`src/rtl/pu_msp430_dac_pkg.sv`:
```
// Shared constants and types for the MSP430 serial DAC interface.
// Register offsets, status bit positions, FSM states and frame helper.
package pu_msp430_dac_pkg;

    localparam int FRAME_W = 16;
    localparam int DATA_W  = 12;

    localparam logic [2:0] DAC_VAL   = 3'h0;
    localparam logic [2:0] DAC_STAT  = 3'h2;
    localparam logic [2:0] DAC_CNTRL = 3'h4;

    localparam int STAT_BUSY = 0;
    localparam int STAT_PEND = 1;

    typedef enum logic [1:0] {
        IDLE,
        SHIFT,
        GUARD
    } dac_state_t;

    function automatic logic [FRAME_W-1:0] mk_frame(
        input logic [1:0]        pd,
        input logic [DATA_W-1:0] val
    );
        return {2'b00, pd, val};
    endfunction

endpackage

```
`src/rtl/pu_msp430_dac_clkdiv.sv`:
```
// Free-running sclk generator: half period is clkdiv+1 mclk cycles.
// Strobes mark the mclk cycle on which sclk is about to toggle.
module pu_msp430_dac_clkdiv (
    input  logic       mclk,
    input  logic       puc_rst,
    input  logic [7:0] clkdiv,
    input  logic       reload,
    output logic       sclk,
    output logic       sclk_rise,
    output logic       sclk_fall
);

    logic [7:0] cnt;
    logic       tick;

    // A reload restarts the half period, so it suppresses the toggle
    assign tick      = (cnt == clkdiv) && !reload;
    assign sclk_rise = tick && !sclk;
    assign sclk_fall = tick && sclk;

    always_ff @(posedge mclk or posedge puc_rst) begin
        if (puc_rst) begin
            cnt  <= 8'd0;
            sclk <= 1'b0;
        end else if (reload) begin
            cnt <= 8'd0;
        end else if (tick) begin
            cnt  <= 8'd0;
            sclk <= ~sclk;
        end else begin
            cnt <= cnt + 8'd1;
        end
    end

endmodule

```
`src/rtl/pu_msp430_dac_spi_if.sv`:
```
// Peripheral-bus SPI master feeding a 12-bit serial DAC.
// Register file, one-deep pending buffer, frame FSM and shifter.
module pu_msp430_dac_spi_if
    import pu_msp430_dac_pkg::*;
#(
    parameter logic [14:0] BASE_ADDR = 15'h0190,
    parameter int          DEC_WD    = 3
) (
    input  logic        mclk,
    input  logic        puc_rst,
    input  logic [13:0] per_addr,
    input  logic [15:0] per_din,
    input  logic        per_en,
    input  logic [1:0]  per_we,
    output logic [15:0] per_dout,
    output logic        din,
    output logic        sclk,
    output logic        sync_n
);

    logic [DATA_W-1:0]  val_q;
    logic [1:0]         pd_q;
    logic [7:0]         clkdiv_q;
    logic               busy;
    logic               pend;
    dac_state_t         state;
    logic [FRAME_W-1:0] shreg;
    logic [3:0]         bitcnt;

    logic              reg_sel;
    logic [DEC_WD-1:0] reg_off;
    logic              wr_val;
    logic              wr_cntrl;
    logic              rd_en;
    logic              sclk_rise;
    logic              sclk_fall;
    logic              start;
    logic              bits_unused;

    assign reg_sel  = per_en &&
                      (per_addr[13:DEC_WD-1] == BASE_ADDR[14:DEC_WD]);
    assign reg_off  = {per_addr[DEC_WD-2:0], 1'b0};
    assign wr_val   = reg_sel && (reg_off == DAC_VAL) && (|per_we);
    assign wr_cntrl = reg_sel && (reg_off == DAC_CNTRL) && (|per_we);
    assign rd_en    = reg_sel && !(|per_we);

    assign bits_unused = ^{per_din[15:12], per_din[7:2], sclk_fall};

    pu_msp430_dac_clkdiv u_clkdiv (
        .mclk      (mclk),
        .puc_rst   (puc_rst),
        .clkdiv    (clkdiv_q),
        .reload    (wr_cntrl && per_we[1]),
        .sclk      (sclk),
        .sclk_rise (sclk_rise),
        .sclk_fall (sclk_fall)
    );

    always_ff @(posedge mclk or posedge puc_rst) begin
        if (puc_rst) begin
            val_q    <= '0;
            pd_q     <= 2'b00;
            clkdiv_q <= 8'd0;
        end else begin
            if (wr_val && per_we[0]) val_q[7:0]  <= per_din[7:0];
            if (wr_val && per_we[1]) val_q[11:8] <= per_din[11:8];
            if (wr_cntrl && per_we[0]) pd_q     <= per_din[1:0];
            if (wr_cntrl && per_we[1]) clkdiv_q <= per_din[15:8];
        end
    end

    // A new frame may start from IDLE or straight out of GUARD
    assign start = sclk_rise && pend && (state != SHIFT);

    always_ff @(posedge mclk or posedge puc_rst) begin
        if (puc_rst) begin
            state  <= IDLE;
            shreg  <= '0;
            bitcnt <= 4'd0;
            din    <= 1'b0;
            sync_n <= 1'b1;
            busy   <= 1'b0;
            pend   <= 1'b0;
        end else begin
            if (start) begin
                shreg  <= mk_frame(pd_q, val_q);
                din    <= 1'b0;
                din    <= mk_frame(pd_q, val_q) >> (FRAME_W - 1) != 0;
                bitcnt <= 4'd15;
                sync_n <= 1'b0;
                busy   <= 1'b1;
                pend   <= 1'b0;
                state  <= SHIFT;
            end else if (sclk_rise) begin
                unique case (state)
                    SHIFT: begin
                        if (bitcnt == 4'd0) begin
                            sync_n <= 1'b1;
                            din    <= 1'b0;
                            state  <= GUARD;
                        end else begin
                            bitcnt <= bitcnt - 4'd1;
                            din    <= shreg[FRAME_W-2];
                            shreg  <= {shreg[FRAME_W-2:0], 1'b0};
                        end
                    end
                    GUARD: begin
                        busy  <= 1'b0;
                        state <= IDLE;
                    end
                    IDLE: ;
                    default: state <= IDLE;
                endcase
            end
            // A write landing on a start cycle stays queued
            if (wr_val) pend <= 1'b1;
        end
    end

    always_comb begin
        per_dout = 16'h0000;
        if (rd_en) begin
            case (reg_off)
                DAC_VAL:   per_dout = {4'h0, val_q};
                DAC_STAT:  per_dout = {14'h0, pend, busy};
                DAC_CNTRL: per_dout = {clkdiv_q, 6'h00, pd_q};
                default:   per_dout = 16'h0000;
            endcase
        end
    end

endmodule

```
`config.mk`:
```
export PLATFORM = sky130hd
export DESIGN_NAME = pu_msp430_dac_spi_if
export DESIGN_NICKNAME = d
export VERILOG_FILES = /design/src/rtl/pu_msp430_dac_pkg.sv /design/src/rtl/pu_msp430_dac_clkdiv.sv /design/src/rtl/pu_msp430_dac_spi_if.sv
export SDC_FILE = /design/constraint.sdc
export NUM_CORES = 1
export LEC_CHECK = 0
export BUFFER_PORTS_ARGS = -buffer_cell sky130_fd_sc_hd__buf_2
export CELL_PAD_IN_SITES_DETAIL_PLACEMENT = 1
export CELL_PAD_IN_SITES_GLOBAL_PLACEMENT = 1
export CORE_AREA = 2 2 60 119
export DETAILED_ROUTE_END_ITERATION = 6
export DIE_AREA = 0 0 62 121
export MAX_ROUTING_LAYER = met4
export PLACE_DENSITY_LB_ADDON = 0.1
export SLEW_MARGIN = 40
export SYNTH_ARGS = -nofsm -noshare
export SYNTH_HDL_FRONTEND = slang
export SYNTH_SLANG_ARGS = --single-unit
```
`constraint.sdc`:
```
create_clock -name mclk -period 2.6 [get_ports mclk]
set_input_delay 0.52 -clock mclk [delete_from_list [all_inputs] [get_ports mclk]]
set_output_delay 0.52 -clock mclk [all_outputs]
set_load 0.02 [all_outputs]
```
==> impl_metrics.prom <==
# TYPE chip_impl_metric gauge
chip_impl_metric{name="finalCritPeriodShare",unit="%"} 99.4
chip_impl_metric{name="netlist_area",unit="µm²"} 2830
chip_impl_info{name="cts.root.buffer_cell",value="clkbuf_16"} 1
chip_impl_metric{name="fin_nets",unit=""} 342
chip_impl_metric{name="pwr_density_cell",unit="nW/µm²"} 525
chip_impl_metric{name="placedCellCount",unit=""} 385
chip_impl_info{name="crit_path_leading_delay_family",value="simple AND/OR/NAND/NOR gates"} 1
chip_impl_metric{name="timing.critical_path.buf_inv",unit=""} 3
chip_impl_metric{name="ir_worst_vdd",unit="mV"} 0.554
chip_impl_metric{name="clock_skew",unit="ns"} 0.00471
chip_impl_metric{name="syn_nets",unit=""} 274
chip_impl_metric{name="synth_cell_type_count",unit=""} 42
chip_impl_metric{name="final_gp_congestion",unit=""} 0.808
chip_impl_info{name="worstPathCellList",value="buf_6 -> nor4b_4 -> nand4_1 -> or3_4 -> nor3b_2 -> buf_4 -> and2_4 -> buf_6"} 1
chip_impl_metric{name="antenna_found_initial",unit=""} 0
chip_impl_metric{name="postCtsHoldBufs",unit=""} 0
chip_impl_metric{name="drtIter0Drc",unit=""} 64
chip_impl_metric{name="stdcell_count",unit=""} 394
chip_impl_metric{name="syn-instance-count",unit=""} 237
chip_impl_metric{name="place.detailed.hpwl",unit="mm"} 4.89
chip_impl_metric{name="crit_required",unit="ns"} 2.08
chip_impl_metric{name="die_w",unit="µm"} 62
chip_impl_metric{name="postSynthRegisterBits",unit=""} 56
chip_impl_metric{name="final-setup-viol-count",unit=""} 0
chip_impl_metric{name="cts.sink_count",unit=""} 56
chip_impl_metric{name="syn_to_final_growth",unit="%"} 26.9
chip_impl_info{name="holdCritPathClass",value="in2async"} 1
chip_impl_metric{name="cts_inserted_buffers",unit=""} 5
chip_impl_metric{name="final-hold-violation-count",unit=""} 0
chip_impl_metric{name="worstPathMaxFanout",unit=""} 4
chip_impl_metric{name="routed_wire_length_per_instance",unit="µm"} 16.8
chip_impl_metric{name="dieArea",unit="µm²"} 7500
chip_impl_info{name="worst_path_most_repeated_cell",value="buf_6"} 1
chip_impl_metric{name="finalPower",unit="W"} 0.00189
chip_impl_info{name="grt_setup_unrepaired",value="true"} 1
chip_impl_info{name="critical-path-slowest-cell",value="or3_4"} 1
chip_impl_metric{name="grt_max_degree",unit=""} 57
chip_impl_info{name="criticalPathCategory",value="in2out"} 1
chip_impl_metric{name="first_pass_iters",unit=""} 4
chip_impl_metric{name="cts_max_path_buffers",unit=""} 2
chip_impl_metric{name="maxClockFrequency",unit="MHz"} 387
chip_impl_metric{name="path_clk_slew",unit="ns"} 0.07
chip_impl_metric{name="finish.utilization",unit="%"} 54.7
chip_impl_metric{name="global_route_wire_length_before_repair",unit="mm"} 10.8
chip_impl_metric{name="io_buffers",unit=""} 53
chip_impl_metric{name="via_count",unit=""} 2033
chip_impl_metric{name="drive_gt1_share",unit="%"} 43.5
chip_impl_metric{name="critical_path.max_stage_delay",unit="ns"} 0.38
chip_impl_metric{name="ys_seq_area_share",unit="%"} 49.5
chip_impl_metric{name="synth_edf_count",unit=""} 0
chip_impl_metric{name="total_track_usage",unit="%"} 20.2
chip_impl_metric{name="final_area",unit="µm²"} 3590
chip_impl_metric{name="via_per_inst",unit=""} 5.16
chip_impl_metric{name="core_outline_area",unit="µm²"} 6570
chip_impl_metric{name="max-cap-violations",unit=""} 0
chip_impl_metric{name="num_rows",unit=""} 42
chip_impl_metric{name="p_leak",unit="nW"} 1.81
chip_impl_metric{name="detail_route.drc_violations",unit=""} 0
chip_impl_metric{name="start_util",unit="%"} 43.1
chip_impl_metric{name="syn_area_per_cell",unit="µm²"} 12.0
chip_impl_metric{name="insertion_delay",unit="ns"} 0.29
chip_impl_info{name="synth_flop_cell",value="dfrtp_1"} 1
chip_impl_metric{name="cp.arrival",unit="ns"} 2.07
chip_impl_metric{name="synth.yosys.warnings",unit=""} 0
chip_impl_metric{name="final_antenna_net_count",unit=""} 0
chip_impl_metric{name="slew-limit-headroom",unit="%"} 52.0
chip_impl_info{name="worst_setup_path_start_kind",value="input port"} 1
chip_impl_metric{name="n_antenna_cell",unit=""} 0
chip_impl_metric{name="post-route-min-period",unit="ns"} 2.59
chip_impl_metric{name="number_of_global_route_vias_before_repair",unit=""} 2200
chip_impl_metric{name="worst_pin_slew",unit="ns"} 0.720
chip_impl_metric{name="clock_tree.htree_level_count",unit=""} 2
chip_impl_metric{name="count_of_pins_over_their_slew_limit",unit=""} 0
chip_impl_metric{name="asyncSetResetFlopFracSynth",unit="%"} 100
chip_impl_info{name="run_status",value="finished clean"} 1
chip_impl_metric{name="wl",unit="mm"} 6.61
chip_impl_metric{name="top_level_pins",unit=""} 54
chip_impl_info{name="critPathCaptureType",value="output pin"} 1
chip_impl_metric{name="placed_area",unit="µm²"} 3280
chip_impl_metric{name="floorplan.die.height",unit="µm"} 121
chip_impl_info{name="cts_tree",value="done"} 1
chip_impl_metric{name="whs",unit="ns"} 0.415
chip_impl_metric{name="grt_remaining_overflow",unit=""} 0
-- worst min-delay path, delay by kind of cell --
family / cells / cell delay [ns]
buffers and inverters: 3 / 0.68
-- cells in the mapped netlist, drive strengths merged (3+ instances only) --
| library cell | count | area share, % |
|---|---|---|
| and2 | 10 | 2.2 |
| clkbuf | 4 | 0.53 |
| dfrtp | 55 | 49 |
| inv | 6 | 0.79 |
| mux2 | 51 | 20 |
| mux2i | 6 | 2.1 |
| nand2 | 10 | 1.3 |
| nand3 | 8 | 1.4 |
| nor2 | 25 | 3.3 |
| nor2b | 3 | 0.66 |
| nor3b | 5 | 1.3 |
| nor4 | 3 | 1.7 |
| o21ai | 6 | 1.1 |
| xor2 | 13 | 4.0 |
-- stage by stage --
step / worst slack (ns) / setup TNS, ns
floorplan: 0.0184 / 0
global placement: -0.0861 / -0.775
detailed placement: -0.168 / -1.89
CTS: -0.00747 / -0.0143
global route: -0.0853 / -0.771
finish: 0.0147 / 0
-- area by class of cell --
cell class	instances	area (µm²)
Sequential cell	56	1400
Clock buffer	6	129
Timing Repair Buffer	66	474
Multi-Input combinational cell	170	1440
Fill cell	722	2980
Inverter	6	22.5
Tap cell	88	110
Clock inverter	2	16.3
-- final timing paths --
path                                                 from                       to  slack [ns]  cells after the start
max in group asynchronous                         puc_rst    bitcnt[0]$_DFFE_PP0P_        1.70                      3
worst max register to register  u_clkdiv.cnt[0]$_DFF_PP0_     shreg[7]$_DFFE_PP0P_        0.42                      6
min in group mclk                             per_din[13]  clkdiv_q[5]$_DFFE_PP0N_        0.45                      2
worst max-delay path                         per_addr[13]             per_dout[15]        0.01                      8
worst min-delay path                              puc_rst     val_q[8]$_DFFE_PP0P_        0.41                      3
worst min register to register       shreg[9]$_DFFE_PP0P_     shreg[9]$_DFFE_PP0P_        0.48                      1
-- metal layers --
metal / up-vias / GRT usage, % / wire [µm]
met1: 1026 / 21.2 / 2340
met5: - / - / 0
met3: 7 / 3.52 / 159
met4: 0 / 5.98 / 93
met2: 26 / 36.4 / 4020
li1: 974 / - / -
-- logic make-up after synthesis --
logic type      count (synthesis)  share of synthesized area (%)
mux                            57                           22.4
simple gates                   77                           15.5
compound gates                 20                           5.65
xor+xnor                       14                           4.33
flops                          56                           49.5
fa+ha+maj                       2                          0.883
buf+inv                        11                           1.72
-- power breakdown --
part,total [W],switching (W),internal (W)
registers,0.000915,0.0000259,0.000889
clock network,0.000669,0.000309,0.000360
logic,0.000303,0.000187,0.000116
-- timing repair --
item	4_1_cts	5_1_grt
endpoints found under the setup margin	14	12
buffers inserted	1	0
pin swaps	3	3
resized for setup	23	20
-- placed cells by master, fill, tap and decap left out, drive strengths merged, types with 2 or more instances in the layout --
master   n
and3     2
nand2   10
clkbuf   6
o21ai    6
or3      2
nor3     2
mux2i    6
buf     66
dfrtp   55
nor3b    5
ha       2
o31ai    2
a21oi    2
nor2    25
nor4     3
nand2b   2
nand3    8
mux2    51
inv      6
nor2b    3
and2    10
xor2    13
-- flip-flops by register name (all words and copies together) (netlist names), 2 cells and up --
signal / count
bitcnt: 4
clkdiv_q: 8
pd_q: 2
shreg: 15
state: 2
u_clkdiv.cnt: 8
val_q: 12
(Power assumes the default switching activity.)
